==> config.mk <==
export PLATFORM = sky130hd
export DESIGN_NAME = fifo_ctrl
export DESIGN_NICKNAME = d
export VERILOG_FILES = /design/src/rtl/fifo_ctrl.sv
export SDC_FILE = /design/constraint.sdc
export NUM_CORES = 1
export LEC_CHECK = 0
export ABC_AREA = 1
export CORE_MARGIN = 2
export CORE_UTILIZATION = 55
export CTS_BUF_LIST = sky130_fd_sc_hd__clkbuf_4 sky130_fd_sc_hd__clkbuf_8
export DETAILED_ROUTE_END_ITERATION = 7
export PLACE_DENSITY = 0.87
export SLEW_MARGIN = 0
export SYNTH_ARGS = -nofsm -noshare
export SYNTH_HDL_FRONTEND = slang
export SYNTH_SLANG_ARGS = --single-unit
==> constraint.sdc <==
create_clock -name clk -period 5 [get_ports clk]
set_input_delay 1 -clock clk [delete_from_list [all_inputs] [get_ports clk]]
set_output_delay 1 -clock clk [all_outputs]
set_load 0.01 [all_outputs]
==> src/rtl/fifo_ctrl.sv <==
// Pointer, occupancy and flag controller for an 8-entry FIFO storage array.
// Protocol errors latch sticky flags and park the FSM in ERROR until reset.
module fifo_ctrl #(
  parameter int unsigned ADDR_W = 3,
  parameter int unsigned CNT_W  = ADDR_W + 1
) (
  input  logic              clk,
  input  logic              reset,
  input  logic              push,
  input  logic              pop,
  input  logic [CNT_W-1:0]  af_thr,
  input  logic [CNT_W-1:0]  ae_thr,
  output logic              write,
  output logic              read,
  output logic [ADDR_W-1:0] wr_ptr,
  output logic [ADDR_W-1:0] rd_ptr,
  output logic [CNT_W-1:0]  count,
  output logic              full,
  output logic              empty,
  output logic              almost_full,
  output logic              almost_empty,
  output logic              overflow,
  output logic              underflow,
  output logic [1:0]        state
);

  localparam int unsigned Depth = 1 << ADDR_W;
  localparam logic [CNT_W-1:0] CountFull = CNT_W'(Depth);

  typedef enum logic [1:0] {
    StEmpty  = 2'b00,
    StActive = 2'b01,
    StFull   = 2'b10,
    StError  = 2'b11
  } state_e;

  state_e            state_q, state_d;
  logic [ADDR_W-1:0] wr_ptr_q, wr_ptr_d;
  logic [ADDR_W-1:0] rd_ptr_q, rd_ptr_d;
  logic [CNT_W-1:0]  count_q, count_d;
  logic [CNT_W-1:0]  af_thr_q, af_thr_d;
  logic [CNT_W-1:0]  ae_thr_q, ae_thr_d;
  logic              overflow_q, overflow_d;
  logic              underflow_q, underflow_d;

  logic ovf_evt;
  logic udf_evt;
  logic in_error;

  // Flags come straight from the registered occupancy.
  assign full         = (count_q == CountFull);
  assign empty        = (count_q == '0);
  assign almost_full  = (count_q >= af_thr_q);
  assign almost_empty = (count_q <= ae_thr_q);

  assign in_error = (state_q == StError);

  // Strobes are masked while reset is held so the array is never touched.
  assign write = push & ~full  & ~in_error & reset;
  assign read  = pop  & ~empty & ~in_error & reset;

  assign ovf_evt = push & full;
  assign udf_evt = pop  & empty;

  assign wr_ptr    = wr_ptr_q;
  assign rd_ptr    = rd_ptr_q;
  assign count     = count_q;
  assign overflow  = overflow_q;
  assign underflow = underflow_q;
  assign state     = state_q;

  always_comb begin
    state_d     = state_q;
    wr_ptr_d    = wr_ptr_q;
    rd_ptr_d    = rd_ptr_q;
    count_d     = count_q;
    af_thr_d    = af_thr_q;
    ae_thr_d    = ae_thr_q;
    overflow_d  = overflow_q | ovf_evt;
    underflow_d = underflow_q | udf_evt;

    if (!reset) begin
      state_d     = StEmpty;
      wr_ptr_d    = '0;
      rd_ptr_d    = '0;
      count_d     = '0;
      af_thr_d    = af_thr;
      ae_thr_d    = ae_thr;
      overflow_d  = 1'b0;
      underflow_d = 1'b0;
    end else if (!in_error) begin
      if (write) begin
        wr_ptr_d = wr_ptr_q + 1'b1;
      end
      if (read) begin
        rd_ptr_d = rd_ptr_q + 1'b1;
      end
      if (write && !read) begin
        count_d = count_q + 1'b1;
      end else if (read && !write) begin
        count_d = count_q - 1'b1;
      end

      // An error outranks any occupancy-driven transition.
      if (ovf_evt || udf_evt) begin
        state_d = StError;
      end else begin
        unique case (state_q)
          StEmpty: begin
            if (write) begin
              state_d = StActive;
            end
          end
          StActive: begin
            if (count_d == CountFull) begin
              state_d = StFull;
            end else if (count_d == '0) begin
              state_d = StEmpty;
            end
          end
          StFull: begin
            if (read) begin
              state_d = StActive;
            end
          end
          default: state_d = StError;
        endcase
      end
    end
  end

  always_ff @(posedge clk) begin
    state_q     <= state_d;
    wr_ptr_q    <= wr_ptr_d;
    rd_ptr_q    <= rd_ptr_d;
    count_q     <= count_d;
    af_thr_q    <= af_thr_d;
    ae_thr_q    <= ae_thr_d;
    overflow_q  <= overflow_d;
    underflow_q <= underflow_d;
  end

endmodule

Word-level counts from Yosys, hierarchy flattened
Index checks and enable logic that the tools add are counted.
{"block": "totals", "output_inout_bits": 20, "inputBits": 12, "ff_bits": 22, "word_cells": 56}
{"block": "op_classes", "n_reduce_logical": 11, "n_eq_ne": 8, "n_addsub": 4, "n_bitwise": 13, "mux": 10, "n_lt_le_gt_ge": 2}
{"cell": "$mux 4", "n": 4}
{"cell": "$mux 2", "n": 5}
{"cell": "$and 1x1->1", "n": 8}
{"cell": "$eq 4x4->1 const B", "n": 2}
{"cell": "$logic_not 4->1", "n": 2}
{"cell": "$add 3x1->3 const B", "n": 2}
{"cell": "$ne 3x3->1 const B", "n": 2}
{"cell": "$pmux 2 s3", "n": 1}
{"cell": "$add 4x1->4 const B", "n": 1}
{"cell": "$eq 2x2->1 const B", "n": 2}
{"cell": "$ge 4x4->1", "n": 1}
{"cell": "$le 4x4->1", "n": 1}
{"cell": "$ne 4x4->1 const B", "n": 1}
{"cell": "$reduce_and 2->1", "n": 2}
{"cell": "$reduce_and 4->1", "n": 1}
{"cell": "$sub 4x1->4 const B", "n": 1}
{"cell": "$not 1->1", "n": 3}
{"cell": "$eq 2x1->1 const B", "n": 1}
{"cell": "$logic_and 1x1->1", "n": 2}
{"cell": "$logic_not 1->1", "n": 2}
{"cell": "$logic_not 2->1", "n": 1}
{"cell": "$or 1x1->1", "n": 2}
{"cell": "$logic_or 1x1->1", "n": 1}

Logic depth before layout (Yosys ltp)
{"block": "depth", "ltp_word": 16, "mapped_depth": 16, "depth_no_buf": 16}

Least setup slack after synthesis
No wires, ideal clock.
{"block": "synth_timing", "path_kind": "input-to-output", "start": "in push", "end": "out write", "required_ns": 4.000, "arrival_time_ns": 1.348, "setup_slack_ns": 2.652, "n_path_buf": 0, "stages": 4, "path_cell_list": "nand2_1 > clkinv_1 > nand2_2 > nor2_8"}
{"block": "synth_between", "elab_chain_cells": 3}
{"element": "start: declaration", "line_no": "9", "rtl": "input logic push,"}
{"element": "$and 1x1->1 (3 in series)", "line_no": "59", "rtl": "assign write = push & ~full & ~in_error & reset;"}
{"element": "end: declaration", "line_no": "13", "rtl": "output logic write,"}
Every way passes these cells.

Worst setup path in the final report
{"block": "layout_timing", "start": "in reset", "end": "out write"}
{"block": "layout_between", "elab_chain_cells": 1}
{"element": "start: declaration", "line_no": "8", "rtl": "input logic reset,"}
{"element": "$and 1x1->1", "line_no": "59"}
Every way passes these cells.

==> metrics.cfg <==
[status]
outcome = completed

[clocking]
cts-root-buf = clkbuf_4
tritoncts = done
cts_buffers = 3
clock_path_buffers = 2
holdBufCountCts = 0
post-cts-setup-buffers = 0
cts-htree-levels = 1
clock-sinks = 22
cts-resized-gates = 0
clkTransAtPathRegs_ns = 0.12
clk_latency_ns = 0.32

[setup_path]
cpPeakStageDelay_ns = 0.72
end_kind = output port
crit_fanout = 12
crit_arrival_ns = 2.74
cp_cell_sequence = clkdlybuf4s50_1 -> nand2_1 -> clkinv_1 -> nand2_2 -> nor2_8 -> clkdlybuf4s50_1
crit_top_cell = clkdlybuf4s50_1
cp-start-kind = input port
critPathLaunch = reset
worstReg2RegStart = count[0]
crit_end = write
r2r-end = state[1]
critical_path_class = input port to output port
crit_slowest_cell = clkdlybuf4s50_1
worst-path-stages = 6
cp_data_required_time_ns = 4.00
path_delay_family = buffers and inverters
critical_path_buf_inv_count = 3
reg2reg_depth = 14
r2r_slack_ns = 2.84

[timing]
finalCritPeriodShare_pct = 74.7
clock.fmax_mhz = 268
setup-tns-final_ns = 0
hold_viol_final = 0
layout_min_cycle_time_ns = 3.74
fin_worst_skew_ns = 0.00341
slew_viol_final = 0
worst_slew_pin_slew_ns = 0.485
rsz0062_at_grt = false
finalSetupViolations = 0
max_slew_margin_pct = 67.6

[min_path]
hp-start = underflow
hold_class = register to register

[floorplan]
fp.dieW_um = 53.1
core-area_um2 = 2250
placementRows = 17
start_util_pct = 58.8
die_h_um = 53.1
die-area_um2 = 2820
ios = 32

[synthesis]
synthXorXnorAreaFrac_pct = 0
syn_inst = 165
synth_fa_ha_area_share_pct = 11.3
synth-seq-cells = 22
syn_area_um2 = 1330
syn_avg_cell_area_um2 = 8.03
yosysSeqAreaShare_pct = 39.3
muxShareOfSynthArea_pct = 0
synth_warnings = 0
synth_top_family_by_area = simple AND/OR/NAND/NOR gates
synth_compound_area_share_pct = 8.50
synthSimpleGateAreaFrac_pct = 32.1
synth_nets = 189
synth_cell_types = 21

[grt]
grt_overflow = 0
globalRouteTotalUtil_pct = 21.2
grt_pass1_wl_um = 4250
antenna_found_initial = 0
grt_max_degree = 15
grt_pass1_vias = 1022

[pwr]
power_leakage_nw = 0.811
vdd_ir_drop_max_v = 0.000296
p_per_area_nw_per_um2 = 415
power.total_w = 0.000699

[cells_and_area]
layoutNonFillerInstCount = 227
area_delta_synth_final_pct = 27.2
nNetsFinal = 224
insertedDiodeCount = 0
drive_above_1_share_pct = 11.1

[routing]
drc = 0
drt_iter0_drc = 32
drt-vias-per-instance = 5.12
wire_per_inst_um = 11.8
drt-total-wl_um = 2680
ant_nets = 0
num_vias = 1163
first_pass_iters = 5

[run]
drv_cap = 0

[placement]
port_buffers = 31
dp_cells = 223
dp_hpwl_um = 2140
gp_congestion = 0.839

==> how the worst min path moves through the flow <==
stage,end,depth (start not counted)
floorplan,overflow,2
global placement,overflow,2
detailed placement,underflow,2
CTS,underflow,2
global route,underflow,2
finish,underflow,2
==> cell type report <==
class                      instances  area (µm²)
fill                             189         569
clock buffer                       3        22.5
tap                               28        35.0
timing repair buffer              31         310
multi-input combinational        114         688
inverter                          28         105
clock inverter                     1        3.75
sequential                        22         520
==> registers in the layout, indices dropped and copies added (netlist names) <==
signal     flops
overflow       1
underflow      1
state          2
af_thr_q       4
rd_ptr         3
wr_ptr         3
count          4
ae_thr_q       4
==> placed cells by master, fill, tap and decap left out, types with 3 or more instances in the layout <==
master / instances
dfxtp_1: 14
o21ai_0: 8
edfxtp_1: 8
clkdlybuf4s50_1: 31
ha_1: 12
nand2_1: 32
clkbuf_4: 3
inv_1: 25
nand3_1: 16
nand2_2: 9
nor2_1: 14
a21oi_1: 10
==> cells in the mapped netlist <==
cell	count	share of area, %
nand2_4	2	1.7
ha_1	12	11
dfxtp_1	14	21
edfxtp_1	8	18
nand3_2	2	1.5
nand2_2	9	4.2
inv_1	25	7.1
nor3_1	1	0.38
o21bai_1	2	1.1
nand3_1	16	6.0
nor2_8	2	3.0
nand2_1	32	9.1
o21ai_0	8	3.0
nor2_4	2	1.7
a21oi_1	10	3.8
clkinv_1	1	0.28
o211ai_1	1	0.57
nor2_1	14	4.0
buf_6	1	0.85
nand4_1	1	0.47
inv_2	2	0.57
==> worst reg2reg max path, delay by kind of cell (launching register included) <==
family	cells	cell delay (ns)
buf+inv	1	0.15
flops	1	0.44
simple gates	12	1.17
fa+ha+maj	1	0.30
==> per-stage QoR <==
| step | setup WS, ns | cell area, µm² | util, % | hold WS [ns] |
|---|---|---|---|---|
| 4_1_cts | 1.26 | 1690 | 74.8 | 0.467 |
| 3_3_place_gp | 1.28 | 1660 | 73.6 | 0.437 |
| 5_1_grt | 1.19 | 1690 | 74.8 | 0.484 |
| 2_1_floorplan | 2.65 | 1330 | - | 0.474 |
| 6_report | 1.26 | 1690 | 74.8 | 0.463 |
| 3_5_place_dp | 1.26 | 1660 | 73.6 | 0.444 |
==> kinds of logic after synthesis <==
family	count (synthesis)
compound gates	21
fa+ha+maj	12
buf+inv	29
flops	22
simple gates	81
==> layer usage <==
layer / routed length, µm / vias up / GRT usage, %
met4: 56 / 0 / 9.83
met5: 0 / - / 0
met1: 1170 / 511 / 25.0
met2: 1310 / 42 / 37.5
met3: 139 / 7 / 3.11
li1: - / 603 / -
==> power breakdown <==
group	switching [W]	internal, W	leakage (nW)	total (W)
combinational	0.000204	0.000165	0.602	0.000369
clock	0.0000548	0.0000293	0.0154	0.0000841
sequential	0.0000320	0.000214	0.193	0.000246
Note: power is estimated with default switching activity, not from simulation.
